--- config.mk ---
export PLATFORM = sky130hd
export DESIGN_NAME = port_grant_tracker_flat
export DESIGN_NICKNAME = d
export VERILOG_FILES = /design/src/rtl/port_grant_tracker_if.sv /design/src/rtl/port_grant_tracker.sv /design/src/flat_wrapper.sv
export SDC_FILE = /design/constraint.sdc
export NUM_CORES = 1
export LEC_CHECK = 0
export CORE_ASPECT_RATIO = 1.25
export CORE_MARGIN = 2
export CORE_UTILIZATION = 55
export DETAILED_ROUTE_END_ITERATION = 8
export PLACE_DENSITY = 0.84
export SLEW_MARGIN = 40
export SYNTH_ARGS = -nofsm -noshare
export SYNTH_HDL_FRONTEND = slang
export SYNTH_SLANG_ARGS = --single-unit
export TNS_END_PERCENT = 5
--- constraint.sdc ---
create_clock -name clk -period 12.7 [get_ports clk]
set_input_delay 2.54 -clock clk [delete_from_list [all_inputs] [get_ports clk]]
set_output_delay 2.54 -clock clk [all_outputs]
set_load 0.01 [all_outputs]
--- src/rtl/port_grant_tracker_if.sv ---
// rtl/port_grant_tracker_if.sv - request/flit/grant bundle between input channels and one output gate
interface port_grant_tracker_if #(
    parameter int NUM_PORTS = 5,
    parameter int SRC_W     = 4
);
    logic                       enable;
    logic [NUM_PORTS-1:0]       req;
    logic [NUM_PORTS*SRC_W-1:0] req_src;
    logic [NUM_PORTS-1:0]       in_valid;
    logic [NUM_PORTS-1:0]       in_tail;
    logic                       out_ready;
    logic [NUM_PORTS-1:0]       grant;
    logic [SRC_W-1:0]           owner_src;
    logic [NUM_PORTS*SRC_W-1:0] last_src;
    logic                       out_valid;
    logic [NUM_PORTS-1:0]       in_ready;
    logic                       busy;
    logic                       timeout_evt;

    modport master (
        output enable, req, req_src, in_valid, in_tail, out_ready,
        input  grant, owner_src, last_src, out_valid, in_ready, busy, timeout_evt
    );

    modport slave (
        input  enable, req, req_src, in_valid, in_tail, out_ready,
        output grant, owner_src, last_src, out_valid, in_ready, busy, timeout_evt
    );
endinterface

--- src/rtl/port_grant_tracker.sv ---
// rtl/port_grant_tracker.sv - round-robin output-port owner with per-packet lock and idle timeout
module port_grant_tracker #(
    parameter int NUM_PORTS = 5,
    parameter int SRC_W     = 4,
    parameter int TIMEOUT   = 16
) (
    input logic                 clk,
    input logic                 rst,
    port_grant_tracker_if.slave bus
);
    localparam int PTR_W = $clog2(NUM_PORTS);
    localparam int CNT_W = (TIMEOUT > 0) ? $clog2(TIMEOUT + 1) : 1;

    localparam logic [0:0] ST_IDLE   = 1'b0;
    localparam logic [0:0] ST_LOCKED = 1'b1;

    localparam logic [SRC_W-1:0] SRC_NONE = '1;

    logic [0:0]                 state;
    logic [PTR_W-1:0]           rr_ptr;
    logic [PTR_W-1:0]           owner;
    logic [CNT_W-1:0]           idle_cnt;
    logic [NUM_PORTS-1:0]       grant_q;
    logic [SRC_W-1:0]           owner_src_q;
    logic [NUM_PORTS*SRC_W-1:0] last_src_q;
    logic                       timeout_evt_q;

    logic                       any_req;
    logic [PTR_W-1:0]           winner;
    logic [SRC_W-1:0]           winner_src;
    logic [PTR_W-1:0]           next_ptr;
    logic [PTR_W:0]             idx;
    logic                       locked;
    logic                       owner_valid;
    logic                       owner_tail;
    logic                       out_valid_w;
    logic                       xfer;
    logic                       expire;

    // First requester at or above rr_ptr, wrapping; idx is one bit wider so rr_ptr+k never overflows.
    always_comb begin
        any_req = 1'b0;
        winner  = '0;
        idx     = '0;
        for (int k = 0; k < NUM_PORTS; k++) begin
            idx = {1'b0, rr_ptr} + (PTR_W + 1)'(k);
            if (idx >= (PTR_W + 1)'(NUM_PORTS)) begin
                idx = idx - (PTR_W + 1)'(NUM_PORTS);
            end
            if (!any_req && bus.req[idx[PTR_W-1:0]]) begin
                any_req = 1'b1;
                winner  = idx[PTR_W-1:0];
            end
        end
    end

    always_comb begin
        winner_src = '0;
        for (int i = 0; i < NUM_PORTS; i++) begin
            if (winner == PTR_W'(i)) begin
                winner_src = bus.req_src[i*SRC_W +: SRC_W];
            end
        end
    end

    assign next_ptr    = (owner == PTR_W'(NUM_PORTS - 1)) ? '0 : owner + 1'b1;
    assign locked      = (state == ST_LOCKED);
    assign owner_valid = bus.in_valid[owner];
    assign owner_tail  = bus.in_tail[owner];
    assign out_valid_w = owner_valid & locked & bus.enable;
    assign xfer        = out_valid_w & bus.out_ready;
    assign expire      = (TIMEOUT > 0) && (idle_cnt == CNT_W'(TIMEOUT - 1));

    always_ff @(posedge clk) begin
        if (rst) begin
            state         <= ST_IDLE;
            rr_ptr        <= '0;
            owner         <= '0;
            idle_cnt      <= '0;
            grant_q       <= '0;
            owner_src_q   <= SRC_NONE;
            last_src_q    <= '1;
            timeout_evt_q <= 1'b0;
        end else if (bus.enable) begin
            timeout_evt_q <= 1'b0;
            if (state == ST_IDLE) begin
                if (any_req) begin
                    state       <= ST_LOCKED;
                    owner       <= winner;
                    grant_q     <= NUM_PORTS'(1) << winner;
                    owner_src_q <= winner_src;
                    idle_cnt    <= '0;
                    for (int i = 0; i < NUM_PORTS; i++) begin
                        if (winner == PTR_W'(i)) begin
                            last_src_q[i*SRC_W +: SRC_W] <= winner_src;
                        end
                    end
                end
            end else if (xfer && owner_tail) begin
                state       <= ST_IDLE;
                grant_q     <= '0;
                owner_src_q <= SRC_NONE;
                rr_ptr      <= next_ptr;
            end else if (xfer) begin
                idle_cnt <= '0;
            end else if (expire) begin
                // Forced release behaves like a tail, plus a one-cycle event flag.
                state         <= ST_IDLE;
                grant_q       <= '0;
                owner_src_q   <= SRC_NONE;
                rr_ptr        <= next_ptr;
                timeout_evt_q <= 1'b1;
            end else if (idle_cnt != '1) begin
                idle_cnt <= idle_cnt + 1'b1;
            end
        end
    end

    assign bus.grant       = grant_q;
    assign bus.owner_src   = owner_src_q;
    assign bus.last_src    = last_src_q;
    assign bus.out_valid   = out_valid_w;
    assign bus.in_ready    = grant_q & {NUM_PORTS{bus.out_ready & bus.enable}};
    assign bus.busy        = locked;
    assign bus.timeout_evt = timeout_evt_q;
endmodule

--- src/flat_wrapper.sv ---
// flat-port wrapper written by rule: the top's interface ports become plain ports
module port_grant_tracker_flat 
#(
    parameter int NUM_PORTS = 5,
    parameter int SRC_W     = 4,
    parameter int TIMEOUT   = 16
)
  (clk, rst, bus_enable, bus_req, bus_req_src, bus_in_valid, bus_in_tail, bus_out_ready, bus_grant, bus_owner_src, bus_last_src, bus_out_valid, bus_in_ready, bus_busy, bus_timeout_evt);
  port_grant_tracker_if #(.NUM_PORTS(NUM_PORTS), .SRC_W(SRC_W)) bus_i ();
  input logic clk;
  input logic rst;
  input wire logic [$bits(bus_i.enable)-1:0] bus_enable;
  input wire logic [$bits(bus_i.req)-1:0] bus_req;
  input wire logic [$bits(bus_i.req_src)-1:0] bus_req_src;
  input wire logic [$bits(bus_i.in_valid)-1:0] bus_in_valid;
  input wire logic [$bits(bus_i.in_tail)-1:0] bus_in_tail;
  input wire logic [$bits(bus_i.out_ready)-1:0] bus_out_ready;
  output wire logic [$bits(bus_i.grant)-1:0] bus_grant;
  output wire logic [$bits(bus_i.owner_src)-1:0] bus_owner_src;
  output wire logic [$bits(bus_i.last_src)-1:0] bus_last_src;
  output wire logic [$bits(bus_i.out_valid)-1:0] bus_out_valid;
  output wire logic [$bits(bus_i.in_ready)-1:0] bus_in_ready;
  output wire logic [$bits(bus_i.busy)-1:0] bus_busy;
  output wire logic [$bits(bus_i.timeout_evt)-1:0] bus_timeout_evt;
  assign bus_i.enable = bus_enable;
  assign bus_i.req = bus_req;
  assign bus_i.req_src = bus_req_src;
  assign bus_i.in_valid = bus_in_valid;
  assign bus_i.in_tail = bus_in_tail;
  assign bus_i.out_ready = bus_out_ready;
  assign bus_grant = bus_i.grant;
  assign bus_owner_src = bus_i.owner_src;
  assign bus_last_src = bus_i.last_src;
  assign bus_out_valid = bus_i.out_valid;
  assign bus_in_ready = bus_i.in_ready;
  assign bus_busy = bus_i.busy;
  assign bus_timeout_evt = bus_i.timeout_evt;
  port_grant_tracker #(.NUM_PORTS(NUM_PORTS), .SRC_W(SRC_W), .TIMEOUT(TIMEOUT)) u_core (.clk(clk), .rst(rst), .bus(bus_i));
endmodule
==> qor.txt, run 1 <==
final WL - 9220 um
LEAKAGE - 1.56 nW
Compound-Gate Fraction of Synth Area - 0.285
status - complete, no violations
post-placement cell area - 3970 um2
WHS - 464 ps
Die ar. - 6540 um2
CTS tree - done
FF-to-FF path depth - 12
asr flop ratio synth - 0
layout cells sized above 1 - 0.0923
max incr delay on CP - 670 ps
startpoint type of the worst setup path - input pin
vias post-DR - 3,286
routability cong. - 0.953
relative slew slack - 0.453
clock tree sinks - 42
fin cells - 511
vias per cell - 6.43
minimum clock period - 6850 ps
Syn Area/Cell - 8.53 um2
Final Cell Area - 4120 um2
Cell Area, Synth - 3250 um2
worst-margin pin slew - 821 ps
vias in the first global route - 3,224
wl on met1 - 3500 um
register area share after synthesis - 0.259
Synth Register Bits - 42
WL met3 - 840 um
fmax - 0.146 GHz
row cnt - 31
CTS max path bufs - 2
IO buf count - 75
Worst path most repeated cell - clkdlybuf4s50_1
Final setup viols - 0
Syn-to-layout area delta - 26.8%
1st-iter DRT viols - 317
WP depth - 4
drt wl/cell - 18.0 um
Top delay family on crit path - buffers and inverters
post-synthesis mux area share - 0.102
initial antenna violation count - 0
worst vdd ir - 65.2 uV
pins over their slew limit - 0
CTS buffer count - 5
die height - 89.9 um
slowest CP cell - clkdlybuf4s50_1
post-synthesis xor/xnor area fraction - 0.00809
die span in x - 72.7 um
Post-Synth Adder-Cell Area - 0.0562
final hold viol count - 0
syn_nets - 434
simple-gate area share of the yosys netlist - 0.235
I/O Pins - 76
Critical Path AT - 4310 ps
largest family of logic cells by synthesized area - compound AO/OA/AOI/OAI gates
Critical Path, Cell by Cell - clkdlybuf4s50_1 -> nand2_1 -> a21oi_1 -> clkdlybuf4s50_1
synth unique cells - 78
DP Cell Count - 502
Synth Flop Type - dfxtp_1
Post-CTS Setup Bufs - 0
pwr dens - 84.5 nW/um2
R2R setup slack - 7250 ps
EDFF count, synth - 0
Skew-Pair Late Insertion Delay - 310 ps
Max Cap Viol - 0
most frequent cells in the layout - clkdlybuf4s50_1, dfxtp_1, nor2_1, a21oi_1, nand2_1
Starting Density - 0.566
total grt overflow - 0
kind of critical path - input pin to output pin
Nets - 496
crit path launch - bus_enable
GRT Total Usage - 0.291
number of iterations in the first detailed-routing pass - 5
commonest non-fill, non-tap cell in the layout - clkdlybuf4s50_1
first-pass GRT wire length - 15,400 um
residual DRC count - 0
final period utilization - 0.539
max layer used - met4
worst r2r dst - u_core.bus.last_src[12]
CP bufs+invs - 2
RSZ-0062 raised after global routing - no
worst-path fanout max - 12
Tightest Hold Check Type - flip-flop to flip-flop
DPL Wire Length - 6780 um
CTS H-tree lvls - 2
Post-CTS Resized - 0
CTS Root Cell - clkbuf_8
CP Capture Type - output pin
CP Capture Point - bus_out_valid
largest net degree at the start of global routing - 43
core area - 5740 um2
CTS clk-pin slew, worst paths - 80 ps
Critical Path RT - 10,160 ps
Fill cells - 462
Tot Pwr - 0.000348 W
Mapped Cells - 381
Worst R2R Start - u_core.rr_ptr[0]
Setup TNS - 0 ps
DRT antenna net count - 0
warnings from Yosys - 0
Hold Buf Count CTS - 0
Setup Skew - 13.6 ps
met2 wire length - 4600 um
-- per-layer routing --
metal,track usage,vias up
li1,-,1551
met1,0.340,1550
met2,0.490,155
met3,0.0774,30
met4,0.125,0
met5,0,-
-- synth_stat cells (5+ instances only) --
cell type,instances,area share
nand2b_1,5,0.0096
inv_1,16,0.018
nand2_1,24,0.028
or3_1,7,0.013
a211oi_1,6,0.014
a211o_1,15,0.040
ha_1,13,0.050
a21oi_1,31,0.048
nor3_1,9,0.014
buf_2,8,0.012
nand3_1,6,0.0092
dfxtp_1,42,0.26
mux2i_1,16,0.049
clkbuf_1,8,0.0092
o21ai_0,14,0.022
and3_1,11,0.021
nor2_1,31,0.036
nor2b_1,13,0.025
-- logic make-up after synthesis --
family | after synthesis
AND/OR/NAND/NOR | 136
AO/OA/AOI/OAI | 122
flip-flops | 42
buffers and inverters | 37
multiplexers | 27
adder cells (fa/ha/maj) | 14
XOR/XNOR | 3
-- sequential cells by signal, indices dropped and copies added (netlist names) --
signal                  flops
u_core.bus.busy             1
u_core.bus.grant            5
u_core.bus.last_src        20
u_core.bus.owner_src        4
u_core.bus.timeout_evt      1
u_core.idle_cnt             5
u_core.owner                3
u_core.rr_ptr               3
-- power by group --
group | switching (W) | total [W] | internal [W] | leakage, nW
Combinational | 0.0000373 | 0.0000763 | 0.0000390 | 1.15
Sequential | 0.00000480 | 0.000142 | 0.000137 | 0.342
Clock | 0.0000509 | 0.000130 | 0.0000788 | 0.0683
Total | 0.0000930 | 0.000348 | 0.000255 | 1.56
-- worst min-delay path by stage --
stage	slack, ps	cells after the start	startpoint	end
after floorplan	450	2	u_core.idle_cnt[4]	u_core.idle_cnt[4]
after global placement	440	1	u_core.bus.last_src[17]	u_core.bus.last_src[17]
after detailed placement	450	1	u_core.bus.last_src[17]	u_core.bus.last_src[17]
after CTS	470	1	u_core.bus.last_src[17]	u_core.bus.last_src[17]
after global routing	480	1	u_core.bus.last_src[12]	u_core.bus.last_src[12]
final	460	1	u_core.bus.last_src[17]	u_core.bus.last_src[17]
-- cell type report --
cell class | instances | area [um2] | area share
timing repair buffer | 76 | 758 | 0.184
inverter | 16 | 60.1 | 0.0146
antenna | 1 | 2.50 | 0.000608
multi-input combinational | 302 | 2240 | 0.543
clock buffer | 5 | 68.8 | 0.0167
sequential | 42 | 841 | 0.204
tap | 66 | 82.6 | 0.0200
clock inverter | 3 | 68.8 | 0.0167
-- stage by stage --
stage	util	setup WS [ps]
after CTS	0.716	5860
after global placement	0.692	5970
after global routing	0.717	5710
after floorplan	-	6990
after detailed placement	0.692	5900
final	0.718	5850
(Power assumes the default switching activity.)
==> inputs of run 2 (changes only) <==
--- a/config.mk
+++ b/config.mk
@@ -7,9 +7,9 @@
 export LEC_CHECK = 0
 export CORE_ASPECT_RATIO = 1.25
 export CORE_MARGIN = 2
-export CORE_UTILIZATION = 55
+export CORE_UTILIZATION = 46
 export DETAILED_ROUTE_END_ITERATION = 8
-export PLACE_DENSITY = 0.84
+export PLACE_DENSITY = 0.74
 export SLEW_MARGIN = 40
 export SYNTH_ARGS = -nofsm -noshare
 export SYNTH_HDL_FRONTEND = slang
==> constraint.sdc (replaced) <==
create_clock -name clk -period 6.17 [get_ports clk]
set_input_delay 1.234 -clock clk [delete_from_list [all_inputs] [get_ports clk]]
set_output_delay 1.234 -clock clk [all_outputs]
set_load 0.01 [all_outputs]
==> run 2 against run 1 <==
Net effect: sequential share of layout area about the same; final area decreased by 0.24%; first-iteration DRC count decreased by 31%; cell count increased by 4.7%; clock skew decreased by 5.7 ps; non-clock buffer count increased by 1; core utilization decreased by 12 points; sequential power increased by 110%; combinational power increased by 100%; wire length increased by 0.77%; setup slack got worse by 4500 ps; critical path type is now flip-flop to flip-flop; largest cell class unchanged.
==> qor.txt, run 2 (synthesis gave the netlist of run 1 again) <==
status - complete, no violations
first-pass GRT wire length - 15,300 um
Critical Path, Cell by Cell - inv_1 -> ha_1 -> nor2b_1 -> a41oi_1 -> and2_2 -> a2111oi_1 -> o31a_2 -> o31ai_1 -> o21ai_2 -> mux2_4 -> nor2b_1 -> a211o_1
relative slew slack - 0.486
CTS Root Cell - clkbuf_8
Syn-to-layout area delta - 26.5%
vias in the first global route - 3,135
ANT cells - 0
LEAKAGE - 1.55 nW
Post-CTS Setup Bufs - 0
Critical Path AT - 4980 ps
Setup Skew - 7.91 ps
CTS clk-pin slew, worst paths - 90 ps
final period utilization - 0.775
Tightest Hold Check Type - flip-flop to flip-flop
pins over their slew limit - 0
worst-margin pin slew - 771 ps
vias per cell - 6.07
Hold Buf Count CTS - 0
kind of critical path - flip-flop to flip-flop
GRT Total Usage - 0.244
residual DRC count - 0
IO buf count - 75
CTS tree - done
slowest CP cell - dfxtp_1
Multi-input gate area - 2240 um2
worst-path fanout max - 18
Fill cells - 692
layout cells sized above 1 - 0.0966
die span in x - 79.2 um
row cnt - 34
drt wl/cell - 17.4 um
DPL Wire Length - 7120 um
Post-CTS Resized - 0
CTS H-tree lvls - 2
Die ar. - 7750 um2
number of iterations in the first detailed-routing pass - 5
initial antenna violation count - 0
commonest non-fill, non-tap cell in the layout - clkdlybuf4s50_1
Skew-Pair Late Insertion Delay - 300 ps
Critical Path RT - 6370 ps
max FFs per register - 20
DRT antenna net count - 0
CTS max path bufs - 2
max incr delay on CP - 720 ps
fmax - 0.209 GHz
Nets - 497
worst vdd ir - 126 uV
CP Capture Type - flip-flop
final hold viol count - 0
startpoint type of the worst setup path - flip-flop
final WL - 9290 um
routability cong. - 0.920
Final setup viols - 0
1st-iter DRT viols - 218
total grt overflow - 0
clock tree sinks - 42
Worst path most repeated cell - nor2b_1
most frequent cells in the layout - clkdlybuf4s50_1, dfxtp_1, nor2_1, a21oi_1, nand2_1
core area - 6890 um2
RSZ-0062 raised after global routing - no
Max Cap Viol - 0
pwr dens - 153 nW/um2
vias post-DR - 3,249
I/O Pins - 76
Finished Core Util - 0.596
largest net degree at the start of global routing - 43
die height - 98.0 um
CTS buffer count - 5
Register Area - 841 um2
Starting Density - 0.471
minimum clock period - 4780 ps
Setup TNS - 0 ps
## run 2: cell types whose count changed in the layout (fill, tap and decap cells not counted), sizes merged
cell,previous run,this run
buf,1,2
bufinv,2,0
clkinv,1,2
diode,1,0
inv,16,17
## run 2: final timing paths
path                                start                 endpoint  slack (ps)  depth (start not counted)
setup / recovery         u_core.rr_ptr[1]   u_core.bus.last_src[5]        1390                         12
hold / removal    u_core.bus.last_src[14]  u_core.bus.last_src[14]         470                          1
setup reg to reg         u_core.rr_ptr[1]   u_core.bus.last_src[5]        1390                         12
hold reg to reg   u_core.bus.last_src[14]  u_core.bus.last_src[14]         470                          1
## run 2: routing by layer
metal	track usage	routed length (um)	share of wire	vias up
li1	-	-	-	1554
met1	0.292	3790	0.41	1539
met2	0.434	4700	0.51	139
met3	0.0545	638	0.069	17
met4	0.0676	162	0.017	0
met5	0	0	0	-
## run 2: cell type report
class,instances,area share
inverters,16,0.0146
clock inverters,3,0.00457
multi-input cells,302,0.546
clock buffers,5,0.0167
flip-flops and latches,42,0.205
repair buffers,77,0.186
well taps,90,0.0274
## run 2: per-stage QoR
step	worst slack (ps)	total power [W]	hold WS (ps)	std cells	area, um2
6_report	1390	0.000630	472	535	4110
4_1_cts	1340	0.000632	474	535	4100
5_1_grt	1110	0.000654	492	535	4110
2_1_floorplan	2190	0.000386	449	381	3250
3_5_place_dp	1380	0.000453	451	527	4010
3_3_place_gp	1390	0.000452	444	527	4010
## run 2: critical path, delay by kind of cell, from the launching register on
kind / cells / cell delay (ps)
buf+inv: 1 / 270
flops: 1 / 720
mux: 1 / 370
simple gates: 3 / 700
fa+ha+maj: 1 / 720
compound gates: 6 / 1900
## run 2: report_power, final
group / internal [W] / leakage, nW / switching (W) / total (W)
registers: 0.000283 / 0.342 / 0.00000995 / 0.000293
logic: 0.0000802 / 1.16 / 0.0000754 / 0.000156
clock network: 0.0000798 / 0.0483 / 0.000102 / 0.000182
